$ cat config.mk
export PLATFORM = sky130hd
export DESIGN_NAME = mem_bist_ctrl
export DESIGN_NICKNAME = d
export VERILOG_FILES = /design/src/rtl/mem_bist_pkg.sv /design/src/rtl/mem_bist_cmp.sv /design/src/rtl/mem_bist_ctrl.sv
export SDC_FILE = /design/constraint.sdc
export NUM_CORES = 1
export LEC_CHECK = 0
export ABC_AREA = 1
export BUFFER_PORTS_ARGS = -buffer_cell sky130_fd_sc_hd__buf_2
export CAP_MARGIN = 30
export CELL_PAD_IN_SITES_DETAIL_PLACEMENT = 1
export CELL_PAD_IN_SITES_GLOBAL_PLACEMENT = 1
export CORE_AREA = 2 2 67 69
export DETAILED_ROUTE_END_ITERATION = 7
export DIE_AREA = 0 0 69 71
export PLACE_DENSITY_LB_ADDON = 0.1
export SLEW_MARGIN = 20
export SYNTH_ARGS = -nofsm -noshare
export SYNTH_HDL_FRONTEND = slang
export SYNTH_SLANG_ARGS = --single-unit
$ cat constraint.sdc
create_clock -name clk -period 1.6 [get_ports clk]
set_input_delay 0.48 -clock clk [delete_from_list [all_inputs] [get_ports clk]]
set_output_delay 0.48 -clock clk [all_outputs]
set_load 0.02 [all_outputs]
$ cat src/rtl/mem_bist_pkg.sv
// Shared types and helpers for the memory BIST controller: FSM state encoding,
// expected-data rule and the read-latency legality limit.
package mem_bist_pkg;

  typedef enum logic [2:0] {
    IDLE,
    WR,
    RD,
    DRAIN,
    DONE
  } bist_state_e;

  localparam int RD_LAT_MAX = 1;

  // Pass 0 writes PATTERN ^ address, pass 1 writes the bitwise complement.
  function automatic logic [31:0] expectedData(input logic passIdx,
                                               input logic [31:0] addr,
                                               input logic [31:0] pattern);
    logic [31:0] base;
    base = pattern ^ addr;
    return passIdx ? ~base : base;
  endfunction

endpackage

$ cat src/rtl/mem_bist_cmp.sv
// Read-back checker: delays expected data, address and valid by RD_LAT cycles to
// line up with the memory's read data, then counts mismatches and records the first.
module mem_bist_cmp
  import mem_bist_pkg::*;
#(
  parameter int ADDR_W = 2,
  parameter int DATA_W = 4,
  parameter int RD_LAT = 1,
  parameter int ERR_W  = 8
) (
  input  logic              clk,
  input  logic              rst,
  input  logic              clear_i,
  input  logic              valid_i,
  input  logic              cmpEn_i,
  input  logic [DATA_W-1:0] exp_i,
  input  logic [ADDR_W-1:0] addr_i,
  input  logic [DATA_W-1:0] rdata_i,
  output logic              mismatch_o,
  output logic [ERR_W-1:0]  errCount_o,
  output logic [ADDR_W-1:0] failAddr_o
);

  logic [DATA_W-1:0] dExp;
  logic [ADDR_W-1:0] dAddr;
  logic              dValid;

  logic [ERR_W-1:0]  err_q, err_d;
  logic [ADDR_W-1:0] fail_q, fail_d;

  generate
    if (RD_LAT == 0) begin : gNoDelay
      assign dExp   = exp_i;
      assign dAddr  = addr_i;
      assign dValid = valid_i;
    end else begin : gDelay
      logic [DATA_W-1:0] exp_q   [RD_LAT];
      logic [ADDR_W-1:0] addr_q  [RD_LAT];
      logic              valid_q [RD_LAT];

      always_ff @(posedge clk) begin
        if (rst || clear_i) begin
          for (int i = 0; i < RD_LAT; i++) begin
            exp_q[i]   <= '0;
            addr_q[i]  <= '0;
            valid_q[i] <= 1'b0;
          end
        end else begin
          exp_q[0]   <= exp_i;
          addr_q[0]  <= addr_i;
          valid_q[0] <= valid_i;
          for (int i = 1; i < RD_LAT; i++) begin
            exp_q[i]   <= exp_q[i-1];
            addr_q[i]  <= addr_q[i-1];
            valid_q[i] <= valid_q[i-1];
          end
        end
      end

      assign dExp   = exp_q[RD_LAT-1];
      assign dAddr  = addr_q[RD_LAT-1];
      assign dValid = valid_q[RD_LAT-1];
    end
  endgenerate

  // cmpEn_i masks stale delay-line entries once the sweep has been cut short.
  assign mismatch_o = cmpEn_i && dValid && (rdata_i != dExp);

  always_comb begin
    err_d  = err_q;
    fail_d = fail_q;
    if (clear_i) begin
      err_d  = '0;
      fail_d = '0;
    end else if (mismatch_o) begin
      if (err_q == '0) begin
        fail_d = dAddr;
      end
      if (err_q != '1) begin
        err_d = err_q + 1'b1;
      end
    end
  end

  always_ff @(posedge clk) begin
    if (rst) begin
      err_q  <= '0;
      fail_q <= '0;
    end else begin
      err_q  <= err_d;
      fail_q <= fail_d;
    end
  end

  assign errCount_o = err_q;
  assign failAddr_o = fail_q;

endmodule

$ cat src/rtl/mem_bist_ctrl.sv
// Two-pass write/read-back self-test controller for a single-port synchronous memory.
// Define MEM_BIST_STOP_ON_FAIL_EN to end the test at the first mismatch.
module mem_bist_ctrl
  import mem_bist_pkg::*;
#(
  parameter int                ADDR_W  = 2,
  parameter int                DATA_W  = 4,
  parameter int                RD_LAT  = 1,
  parameter logic [DATA_W-1:0] PATTERN = 4'b1010,
  parameter int                ERR_W   = 8
) (
  input  logic              clk,
  input  logic              rst,
  input  logic              start,
  output logic              mem_we,
  output logic [ADDR_W-1:0] mem_addr,
  output logic [DATA_W-1:0] mem_wdata,
  input  logic [DATA_W-1:0] mem_rdata,
  output logic              busy,
  output logic              done,
  output logic              pass,
  output logic [ERR_W-1:0]  err_count,
  output logic [ADDR_W-1:0] fail_addr
);

  localparam int DEPTH = 2 ** ADDR_W;
  localparam logic [ADDR_W-1:0] LAST_ADDR = ADDR_W'(DEPTH - 1);

`ifdef MEM_BIST_STOP_ON_FAIL_EN
  localparam bit STOP_ON_FAIL = 1'b1;
`else
  localparam bit STOP_ON_FAIL = 1'b0;
`endif

  generate
    if (RD_LAT < 0 || RD_LAT > RD_LAT_MAX) begin : gBadRdLat
      $error("mem_bist_ctrl: RD_LAT must be 0 or 1");
    end
  endgenerate

  bist_state_e       state_q, state_d;
  logic [ADDR_W-1:0] addr_q, addr_d;
  logic              passIdx_q, passIdx_d;
  logic [DATA_W-1:0] wdata_q, wdata_d;
  logic              passRes_q, passRes_d;
  logic              clearRun;
  logic              mismatch;
  logic [DATA_W-1:0] expCur;
  logic [ERR_W-1:0]  errCount;
  logic [ADDR_W-1:0] failAddr;

  assign expCur = DATA_W'(expectedData(passIdx_q, 32'(addr_q), 32'(PATTERN)));

  mem_bist_cmp #(
    .ADDR_W(ADDR_W),
    .DATA_W(DATA_W),
    .RD_LAT(RD_LAT),
    .ERR_W (ERR_W)
  ) uCmp (
    .clk       (clk),
    .rst       (rst),
    .clear_i   (clearRun),
    .valid_i   (state_q == RD),
    .cmpEn_i   ((state_q == RD) || (state_q == DRAIN)),
    .exp_i     (expCur),
    .addr_i    (addr_q),
    .rdata_i   (mem_rdata),
    .mismatch_o(mismatch),
    .errCount_o(errCount),
    .failAddr_o(failAddr)
  );

  always_comb begin
    state_d   = state_q;
    addr_d    = addr_q;
    passIdx_d = passIdx_q;
    wdata_d   = wdata_q;
    passRes_d = passRes_q;
    clearRun  = 1'b0;
    unique case (state_q)
      IDLE: begin
        if (start) begin
          state_d   = WR;
          addr_d    = '0;
          passIdx_d = 1'b0;
          passRes_d = 1'b0;
          clearRun  = 1'b1;
        end
      end
      WR: begin
        if (addr_q == LAST_ADDR) begin
          state_d = RD;
          addr_d  = '0;
        end else begin
          addr_d = addr_q + 1'b1;
        end
      end
      RD: begin
        if (addr_q != LAST_ADDR) begin
          addr_d = addr_q + 1'b1;
        end else if (RD_LAT != 0) begin
          state_d = DRAIN;
        end else if (!passIdx_q) begin
          state_d   = WR;
          passIdx_d = 1'b1;
          addr_d    = '0;
        end else begin
          state_d = DONE;
        end
      end
      DRAIN: begin
        if (!passIdx_q) begin
          state_d   = WR;
          passIdx_d = 1'b1;
          addr_d    = '0;
        end else begin
          state_d = DONE;
        end
      end
      DONE: begin
        state_d   = IDLE;
        passRes_d = (errCount == '0);
      end
      default: state_d = IDLE;
    endcase
    if (STOP_ON_FAIL && mismatch) begin
      state_d = DONE;
    end
    // Write data is registered alongside the address so both change on the same edge.
    if (state_d == WR) begin
      wdata_d = DATA_W'(expectedData(passIdx_d, 32'(addr_d), 32'(PATTERN)));
    end
  end

  always_ff @(posedge clk) begin
    if (rst) begin
      state_q   <= IDLE;
      addr_q    <= '0;
      passIdx_q <= 1'b0;
      wdata_q   <= '0;
      passRes_q <= 1'b0;
    end else begin
      state_q   <= state_d;
      addr_q    <= addr_d;
      passIdx_q <= passIdx_d;
      wdata_q   <= wdata_d;
      passRes_q <= passRes_d;
    end
  end

  assign mem_we    = (state_q == WR);
  assign mem_addr  = addr_q;
  assign mem_wdata = wdata_q;
  assign busy      = (state_q == WR) || (state_q == RD) || (state_q == DRAIN);
  assign done      = (state_q == DONE);
  assign pass      = (state_q == DONE) ? (errCount == '0) : passRes_q;
  assign err_count = errCount;
  assign fail_addr = failAddr;

endmodule

Yosys cells after proc, flatten, opt, wreduce, memory -nomap -nowiden
Memories as Yosys holds them, arrays and structs flattened. A register that Yosys moved wholly into a read port is not among the register bits.
Cells that the tools add are included.
- reduce and logical (&&, ||, !) cells: 16
- multiplexer cells: 28
- add/sub/neg operators: 2
- equality and inequality tests: 10
- bitwise logic cells: 4
- operator list (cell ; count):
    2-to-1 mux 1 bit ; 12
    2-to-1 mux 3 bit ; 4
    2-to-1 mux 4 bit ; 3
    one-hot mux 3 bit (4 select lines) ; 1
    2-to-1 mux 2 bit ; 5
    adder 8 x 1 -> 8 bit, second input constant ; 1
    logical NOT 8 bit ; 1
    inequality test 8 bit, second input constant ; 1
    inverter 4 bit ; 2
    one-hot mux 2 bit (4 select lines) ; 1
    == test 3 x 1 -> 1 bit, second input constant ; 2
    == test 3 x 2 -> 1 bit, second input constant ; 2
    AND reduction 2 bit ; 3
    logical OR 1 bit ; 4
    inequality test 2 bit, second input constant ; 2
    inequality test 4 bit ; 1
    inverter 1 -> 2 bit ; 2
    one-hot mux 1 bit (2 select lines) ; 2
    OR reduction 2 bit ; 2
    OR reduction 4 bit ; 1
    == test 3 bit, second input constant ; 1
    logical NOT 3 bit ; 1
    adder 2 x 1 -> 2 bit, second input constant ; 1
    == test 2 bit, second input constant ; 1
    3 further kinds ; 4
- memories kept: 3
- word-level logic and storage cells: 69
- bits in registers: 19
- memory bits (writable): 7
- memories (memory ; depth ; width ; read ports ; clocked after Yosys merged registers in ; wr ports ; line ; RTL):
    uCmp.gDelay.exp_q ; 1 ; 4 ; 1 ; 0 ; 1 ; mem_bist_cmp.sv:37 ; logic [DATA_W-1:0] exp_q [RD_LAT];
    uCmp.gDelay.addr_q ; 1 ; 2 ; 1 ; 1 ; 1 ; mem_bist_cmp.sv:38 ; logic [ADDR_W-1:0] addr_q [RD_LAT];
    uCmp.gDelay.valid_q ; 1 ; 1 ; 1 ; 0 ; 1 ; mem_bist_cmp.sv:39 ; logic valid_q [RD_LAT];

Logic depth before layout (Yosys ltp)
Gate-level depths: netlist of run 1.
- depth after elaboration: 6
- gate-level depth with buffers: 10
- mapped depth without buffers: 10

Hierarchy
Synthesis of run 1 repeated with hierarchy kept, for this count alone.
- cell total of the unflattened synthesis: 262
- area total of the unflattened synthesis: 1700.4 um^2
- modules (own cells, without submodules) (module ; cells each ; times used ; seq. area each (um^2) ; area each (um^2)):
    mem_bist_cmp ; 147 ; 1 ; 340.3 ; 930.9
    mem_bist_ctrl ; 115 ; 1 ; 220.2 ; 769.5

Worst setup path before layout of run 1
Ideal clock, no wire load.
- path type: reg2out
- from: register uCmp.err_q[0], in the netlist uCmp.errCount_o[0]
- to: output port pass
- cell stages (with the launch flop): 7
- path slack: -0.004 ns
- buffers on the path: 0
- required time: 1.120 ns
- data arrival time: 1.124 ns
- cells stage by stage: dfxtp_1 inv_1 ha_1 nand2_1 nor2_1 nand2_1 nand2_1
- longest elaborated chain between the ends: 2
- RTL lines (what ; line ; RTL):
    start, declared ; mem_bist_cmp.sv:28 ; logic [ERR_W-1:0] err_q, err_d;
    start signal, assigned ; mem_bist_cmp.sv:90 ; err_q <= err_d;
    logical NOT 8 bit ; mem_bist_ctrl.sv:156 ; assign pass = (state_q == DONE) ? (errCount == '0) : passRes_q;
    2-to-1 mux 1 bit ; mem_bist_ctrl.sv:156 ;
    end, declared ; mem_bist_ctrl.sv:21 ; output logic pass,
Every way passes these cells.

Worst setup path in the final report of run 1
Same ends and word-level chain as after synthesis.

==> impl_metrics.csv, run 1 <==
group,metric,value,unit
timing,rsz0062_at_grt,"yes",
logic_synthesis,yosys_warnings,0,
clock_network,root_buffer,"clkbuf_8",
global_route,grt_pass1_vias,1662,
die,ios,27,
timing,final_max_slew_viol_count,0,
die,start_util,0.370,
finish,final_cell_mix,"54 x nand2_1, 33 x inv_1, 33 x nor2_1",
logic_synthesis,yosysTopAreaCell,"dfxtp_1",
critical_path,cpPeakStageDelay,0.34,ns
critical_path,path_delay_family,"flip-flops",
die,die_x,69,µm
min_path,min_from,"uCmp.failAddr_o[0]",
critical_path,end_kind,"output port",
timing,hold_viol,0,
timing,finalSetupViolations,2,
status,status,"complete, but fails checks",
clock_network,clockBufferDepth,2,
timing,whs,0.471,ns
status,violations,"setup timing",
drt,num_vias,1638,
logic_synthesis,synth_cell_types,20,
timing,worst_slack,-0.145,ns
timing,clock_skew,0.00580,ns
drt,drt_iter0_drc,42,
finish,num_antenna_cells,0,
clock_network,ctsHoldBuffers,0,
power_and_ir_drop,ir_drop,0.353,mV
timing,period_share,1.09,
power_and_ir_drop,power.density,633,mW/mm²
global_route,overflow,0,
placement,placed_cells,331,
finish,stdcell_count,347,
critical_path,r2r-start,"uCmp.errCount_o[0]",
critical_path,start_kind,"flop",
global_route,antenna_found_initial,0,
finish,nets,311,
drt,drc,0,
critical_path,worstSetupPathType,"reg -> out",
power_and_ir_drop,p_leak,1.10,nW
power_and_ir_drop,power,0.00134,W
critical_path,critPathMaxFanout,2,
run,drv_cap,0,
placement,portBuffers,26,
critical_path,required,1.12,ns
clock_network,h-tree-depth,1,
timing,period_minus_slack,1.74,ns
drt,ant_nets,0,
clock_network,clock_latency,0.28,ns
global_route,grt_max_degree,15,
logic_synthesis,synth_area_leaders,"dfxtp_1 36%, nand2_1 14%, inv_1 9.7%, nor2_1 8.7%, nand3_1 5.8%",
die,rows,24,
die,dieArea,0.00490,mm²
min_path,hold_class,"reg -> reg",
critical_path,worstPathCellList,"inv_2, ha_4, nand2_4, nor2_4, nand2_2, nand2_2, buf_6",
clock_network,cts_buffers,3,
logic_synthesis,postSynthCellCount,237,
logic_synthesis,syn_nets,251,
critical_path,cpMostUsedCell,"nand2_2",
placement,place_hpwl,3.32,mm
logic_synthesis,yosys_register_bits,28,
logic_synthesis,syn_area_per_cell,6.56,µm²
critical_path,cp-startpoint,"uCmp.errCount_o[0]",
drt,wl_per_cell,12.8,µm
finish,fillers,564,
global_route,grt_pass1_wl,7.53,mm
critical_path,crit_buf_inv,2,
timing,worst_slew_pin_slew,0.244,ns
finish,drive_above_1_share,0.339,
timing,slew_headroom,0.836,
finish,final_common_cell,"nand2_1",
die,core_area,0.00420,mm²
logic_synthesis,synth_top_area_share,0.360,
clock_network,cts_tree,"yes",
die,die-height,71,µm
clock_network,cts.sinks,28,
critical_path,critical-path-slowest-cell,"dfxtp_2",
clock_network,clk_pin_slew,0.10,ns
critical_path,crit_arrival,1.26,ns
timing,max_freq,573,MHz
drt,via_per_inst,4.72,
logic_synthesis,synth.cell_area,0.00156,mm²
global_route,track_usage,0.190,
logic_synthesis,seq_area_frac_synth,0.360,
drt,drtPass1Iterations,4,
placement,globalplace.congestion,0.810,
finish,area_growth,36.4,%
drt,wl,4.45,mm
## power by group
group / switching, W / leakage [nW] / total, W / internal (W)
sequential: 0.0000150 / 0.232 / 0.000730 / 0.000715
combinational: 0.000129 / 0.847 / 0.000219 / 0.0000905
clock: 0.000223 / 0.0216 / 0.000393 / 0.000170
total: 0.000367 / 1.10 / 0.00134 / 0.000975
## per-stage QoR
| stage | util | instance area [µm²] | setup WS, ns | setup TNS (ns) |
|---|---|---|---|---|
| 6_report | 0.505 | 2120 | -0.145 | -0.222 |
| 5_1_grt | 0.505 | 2120 | -0.212 | -0.449 |
| 4_1_cts | 0.485 | 2040 | -0.111 | -0.111 |
| 3_5_place_dp | 0.445 | 1870 | 0.0478 | 0 |
| 3_3_place_gp | 0.445 | 1870 | 0.0699 | 0 |
| 2_1_floorplan | - | 1560 | 0.0290 | 0 |
## final cells by class
| class | instances | area, µm² | share of cell area |
|---|---|---|---|
| Clock buffer | 3 | 41.3 | 0.0195 |
| Inverter | 43 | 164 | 0.0772 |
| Multi-Input combinational cell | 163 | 877 | 0.413 |
| Sequential cell | 28 | 576 | 0.271 |
| Tap cell | 52 | 65.1 | 0.0307 |
| Timing Repair Buffer | 58 | 399 | 0.188 |
## per-layer routing
layer / up-vias / share of wire / track usage / wire length (µm)
met4: 0 / 0.023 / 0.0632 / 102
met5: - / 0 / 0 / 0
met2: 25 / 0.52 / 0.351 / 2310
met1: 750 / 0.43 / 0.227 / 1940
met3: 9 / 0.023 / 0.0256 / 101
li1: 854 / - / - / -
## synth_stat cells
cell,instances
nand4_1,12
nand2_2,2
nor2_2,2
inv_2,3
inv_1,40
nor2_4,2
clkbuf_1,1
nand2_1,60
buf_6,2
ha_1,7
nor2_1,36
nand3_1,18
nand3_2,3
nand3b_1,1
nor3_1,2
o21ai_0,2
dfxtp_1,28
a21oi_1,13
xor2_1,2
a31oi_1,1
## path summary, 6_finish.rpt
check | end | slack (ns) | cells after the start
min reg2reg | uCmp.failAddr_o[0] | 0.47 | 2
min | uCmp.failAddr_o[0] | 0.47 | 2
max | pass | -0.14 | 7
max reg2reg | uCmp.errCount_o[6] | 0.12 | 8
## tightest hold or removal path: cells and delay by family, from the launching register on
family / cells / cell delay (ns)
DFF: 1 / 0.32
and+or+nand+nor: 1 / 0.06
AOI/OAI and AO/OA: 1 / 0.05
## what timing repair did
action | 4_1_cts | 5_1_grt
setup endpoints to repair | 4 | 6
pin swaps | 5 | 7
endpoints found under the hold margin | 0 | 0
resized for setup | 24 | 20
gates cloned | 0 | 0
setup buffers | 9 | 4
## cells by family after synthesis
group           share of synthesized area
buf+inv                             0.121
simple gates                        0.399
fa+ha+maj                          0.0563
compound gates                     0.0523
flops                               0.360
xor+xnor                           0.0113
## flip-flops by register name (all words and copies together), names as in the netlist
name,cells
uCmp.errCount_o,8
mem_wdata,4
uCmp.gDelay.exp_q,4
state_q,3
mem_addr,2
uCmp.failAddr_o,2
uCmp.gDelay.addr_q,2
passIdx_q,1
passRes_q,1
uCmp.gDelay.valid_q,1
(Power assumes the default switching activity.)
==> inputs of run 2 (changes only) <==
BUFFER_PORTS_ARGS = -buffer_cell sky130_fd_sc_hd__buf_4   (was -buffer_cell sky130_fd_sc_hd__buf_2)
==> impl_metrics.csv, run 2 (synthesized netlist as in run 1, its figures left out) <==
group,metric,value,unit
finish,num_antenna_cells,0,
finish,final_common_cell,"nand2_1",
clock_network,h-tree-depth,1,
critical_path,critical-path-slowest-cell,"dfxtp_2",
power_and_ir_drop,ir_drop,0.308,mV
die,rows,24,
critical_path,cp-startpoint,"uCmp.errCount_o[0]",
min_path,min_from,"rst",
clock_network,cts_tree,"yes",
placement,place_hpwl,3.34,mm
critical_path,critPathMaxFanout,2,
timing,finalSetupViolations,1,
global_route,grt_pass1_wl,7.48,mm
power_and_ir_drop,p_leak,1.11,nW
die,core_area,0.00420,mm²
clock_network,clk_pin_slew,0.10,ns
critical_path,start_kind,"flop",
finish,largest_reg_flops,8,
drt,via_per_inst,4.81,
clock_network,clock_latency,0.27,ns
die,ios,27,
status,status,"complete, but fails checks",
finish,stdcell_area,0.00216,mm²
die,dieArea,0.00490,mm²
die,die-height,71,µm
timing,rsz0062_at_grt,"yes",
timing,worst_slack,-0.0956,ns
power_and_ir_drop,power.density,650,mW/mm²
global_route,overflow,0,
finish,utilization,0.515,
critical_path,r2r-start,"uCmp.errCount_o[0]",
critical_path,worstSetupPathType,"reg -> out",
drt,drtPass1Iterations,4,
drt,num_vias,1663,
critical_path,required,1.12,ns
placement,globalplace.congestion,0.811,
critical_path,worstPathCellList,"inv_2, ha_4, nand2_2, nor2_4, nand2_1, nand2_2, buf_6",
critical_path,cpPeakStageDelay,0.34,ns
timing,max_freq,590,MHz
finish,drive_above_1_share,0.330,
global_route,track_usage,0.188,
timing,period_minus_slack,1.70,ns
finish,register_area,577,µm²
drt,wl,4.42,mm
finish,nets,309,
timing,whs,0.473,ns
clock_network,clockBufferDepth,2,
timing,clock_skew,0.00287,ns
run,drv_cap,0,
critical_path,r2r_setup_slack,0.17,ns
timing,period_share,1.06,
critical_path,cpMostUsedCell,"nand2_2",
global_route,antenna_found_initial,0,
drt,drt_iter0_drc,62,
finish,multi_input_area,865,µm²
timing,hold_viol,0,
placement,portBuffers,26,
drt,ant_nets,0,
clock_network,cts.sinks,28,
clock_network,cts_buffers,3,
timing,worst_slew_pin_slew,0.259,ns
finish,fillers,568,
drt,drc,0,
finish,final_cell_mix,"56 x nand2_1, 52 x buf_4, 33 x inv_1, 33 x nor2_1, 19 x dfxtp_1",
clock_network,root_buffer,"clkbuf_8",
status,violations,"setup timing",
critical_path,crit_arrival,1.22,ns
timing,slew_headroom,0.827,
timing,final_max_slew_viol_count,0,
global_route,grt_max_degree,16,
global_route,grt_pass1_vias,1604,
min_path,hold_class,"in -> reg",
placement,place_area,0.00190,mm²
critical_path,end_kind,"output port",
die,die_x,69,µm
drt,wl_per_cell,12.8,µm
finish,area_growth,39.1,%
die,start_util,0.370,
==> run 2: worst paths after layout <==
check | end | cells after the start
hold reg to reg | uCmp.failAddr_o[0] | 2
hold / removal | state_q[0] | 2
setup / recovery | pass | 7
setup reg to reg | uCmp.errCount_o[4] | 8
==> run 2: area by class of cell <==
cell class,instances,area share
sequential,28,0.267
inverter,43,0.0769
tap,52,0.0301
multi-input combinational,163,0.400
clock buffer,4,0.0254
timing repair buffer,56,0.201
==> run 2: timing repair <==
| item | 4_1_cts | 5_1_grt |
|---|---|---|
| endpoints found under the setup margin | 4 | 8 |
| pin swaps | 5 | 3 |
| hold buffers | 0 | 0 |
| endpoints found under the hold margin | 0 | 0 |
| setup buffers | 9 | 6 |
| gates resized for setup | 27 | 10 |
==> run 2: layer usage <==
metal,track usage,share of wire,wire [µm],vias to the layer above
li1,-,-,-,855
met1,0.219,0.43,1920,789
met2,0.363,0.53,2370,15
met3,0.0157,0.018,81,4
met4,0.0588,0.012,52,0
met5,0,0,0,-
==> run 2: where the power goes <==
group          leakage [nW]  internal, W  switching, W
combinational         0.846     0.000103      0.000128
sequential            0.232     0.000715     0.0000167
clock                0.0288     0.000220      0.000223
total                  1.11      0.00104      0.000368
==> run 2: worst max-delay path: cells and delay by family (launching register included) <==
family | cells | cell delay, ns
and+or+nand+nor | 4 | 0.30
buffers and inverters | 2 | 0.18
adders and majority gates | 1 | 0.12
DFF | 1 | 0.34
==> run 2: per-stage QoR <==
| stage | setup slack, ns | TNS (ns) | total power (W) | instances |
|---|---|---|---|---|
| after floorplan | 0.0290 | 0 | 0.000866 | 237 |
| after global placement | 0.0802 | 0 | 0.000937 | 327 |
| after detailed placement | 0.0774 | 0 | 0.000942 | 327 |
| after CTS | -0.0949 | -0.0949 | 0.00140 | 340 |
| after global routing | -0.182 | -0.226 | 0.00147 | 346 |
| final | -0.0956 | -0.0956 | 0.00141 | 346 |
==> inputs of run 3 (changes only) <==
CORE_AREA = 2 2 70 72   (was 2 2 67 69)
DIE_AREA = 0 0 72 74   (was 0 0 69 71)
==> impl_metrics.csv, run 3 (synthesized netlist as in run 1, its figures left out) <==
group,metric,value,unit
status,status,"complete, but fails checks",
status,violations,"setup timing",
die,rows,25,
timing,final_max_slew_viol_count,0,
timing,whs,0.459,ns
placement,place_hpwl,3.15,mm
global_route,track_usage,0.172,
timing,worst_slack,-0.115,ns
drt,num_vias,1592,
finish,area_growth,37.3,%
critical_path,r2r_end,"uCmp.errCount_o[6]",
placement,place_area,0.00191,mm²
critical_path,end_kind,"output port",
finish,fillers,612,
finish,num_antenna_cells,0,
clock_network,root_buffer,"clkbuf_8",
power_and_ir_drop,power.density,648,mW/mm²
clock_network,h-tree-depth,1,
critical_path,crit_arrival,1.24,ns
finish,stdcell_area,0.00214,mm²
critical_path,critical-path-slowest-cell,"dfxtp_2",
power_and_ir_drop,p_leak,1.09,nW
critical_path,r2r-start,"uCmp.errCount_o[0]",
clock_network,cts_buffers,3,
global_route,grt_pass1_wl,7.18,mm
min_path,min_path_cells,2,
run,drv_cap,0,
global_route,antenna_found_initial,0,
finish,stdcell_count,344,
timing,rsz0062_at_grt,"yes",
finish,drive_above_1_share,0.307,
critical_path,required,1.12,ns
finish,final_cell_mix,"55 x nand2_1, 49 x buf_4, 37 x inv_1",
timing,finalSetupViolations,1,
finish,largest_reg_flops,8,
die,core_area,0.00460,mm²
min_path,min_from,"rst",
finish,final_common_cell,"nand2_1",
critical_path,critPathMaxFanout,2,
die,dieArea,0.00533,mm²
clock_network,cts_tree,"yes",
die,ios,27,
die,die_x,72,µm
min_path,worstHoldEndpoint,"state_q[1]",
timing,hold_viol,0,
timing,slew_headroom,0.803,
finish,multi_input_area,872,µm²
global_route,grt_pass1_vias,1597,
drt,drc,0,
drt,wl,4.12,mm
power_and_ir_drop,power,0.00138,W
timing,period_share,1.07,
drt,via_per_inst,4.63,
power_and_ir_drop,ir_drop,0.368,mV
min_path,hold_class,"in -> reg",
die,start_util,0.338,
clock_network,clock_latency,0.28,ns
critical_path,cpPeakStageDelay,0.34,ns
finish,nets,305,
placement,globalplace.congestion,0.790,
clock_network,clk_pin_slew,0.10,ns
critical_path,r2r_setup_slack,0.19,ns
placement,portBuffers,26,
drt,drtPass1Iterations,4,
critical_path,cpMostUsedCell,"nand2_2",
drt,ant_nets,0,
global_route,overflow,0,
clock_network,clockBufferDepth,2,
die,die-height,74,µm
clock_network,ctsHoldBuffers,0,
critical_path,start_kind,"flop",
drt,wl_per_cell,12.0,µm
drt,drt_iter0_drc,20,
clock_network,cts.sinks,28,
timing,period_minus_slack,1.72,ns
finish,register_area,576,µm²
timing,max_freq,583,MHz
global_route,grt_max_degree,16,
critical_path,r2r_cells,8,
critical_path,worstSetupPathType,"reg -> out",
timing,worst_slew_pin_slew,0.295,ns
timing,clock_skew,0.00354,ns
critical_path,worstPathCellList,"inv_2, ha_4, nand2_4, nor2_4, nand2_2, nand2_2, buf_6",
placement,placed_cells,329,
placement,place_ws,0.00740,ns
-- run 3: cell count changes in the layout (fill, tap and decap cells not counted) --
cell     previous run  this run
nand2_1            56        55
nand2_4             0         1
buf_4              52        49
inv_1              33        37
inv_4               2         1
buf_6               4         3
dfxtp_1            19        20
inv_2               8         5
dfxtp_2             7         6
-- run 3: what timing repair did --
action | in CTS | in global routing
endpoints found under the hold margin | 0 | 0
pin swaps | 4 | 6
resized for setup | 23 | 9
buffers inserted | 6 | 5
setup endpoints to repair | 4 | 9
cloned | 0 | 0
-- run 3: worst max-delay path: cells and delay by family (launching register included) --
kind                       cells  cell delay (ns)
DFF                            1             0.34
adders and majority gates      1             0.14
buffers and inverters          2             0.18
and+or+nand+nor                4             0.30
-- run 3: how the worst max path moves through the flow --
stage | start | end | slack, ns | cells after the start
6_report | uCmp.errCount_o[0] | pass | -0.12 | 7
5_1_grt | uCmp.errCount_o[0] | pass | -0.18 | 7
4_1_cts | uCmp.errCount_o[6] | pass | -0.12 | 6
3_5_place_dp | uCmp.errCount_o[1] | pass | 0.007 | 7
3_3_place_gp | uCmp.errCount_o[1] | pass | 0.02 | 7
2_1_floorplan | uCmp.errCount_o[0] | pass | 0.03 | 6
-- run 3: power breakdown --
| group | total (W) | internal (W) | switching, W |
|---|---|---|---|
| combinational | 0.000206 | 0.0000866 | 0.000120 |
| sequential | 0.000732 | 0.000715 | 0.0000169 |
| clock | 0.000446 | 0.000221 | 0.000225 |
| total | 0.00138 | 0.00102 | 0.000362 |
-- run 3: metrics by stage --
step	setup TNS (ns)	util
2_1_floorplan	0	-
3_3_place_gp	0	0.415
3_5_place_dp	0	0.415
4_1_cts	-0.124	0.450
5_1_grt	-0.282	0.464
6_report	-0.115	0.464
-- run 3: metal layers --
metal	share of wire	global-route usage
met1	0.49	0.226
met2	0.48	0.292
met4	0.013	0.0545
met5	0	0
met3	0.025	0.0257
-- run 3: cell type report --
| cell class | instances | area share |
|---|---|---|
| timing repair buffer | 52 | 0.188 |
| inverter | 43 | 0.0767 |
| multi-input combinational | 163 | 0.408 |
| sequential | 28 | 0.269 |
| clock buffer | 4 | 0.0258 |
| tap | 54 | 0.0316 |
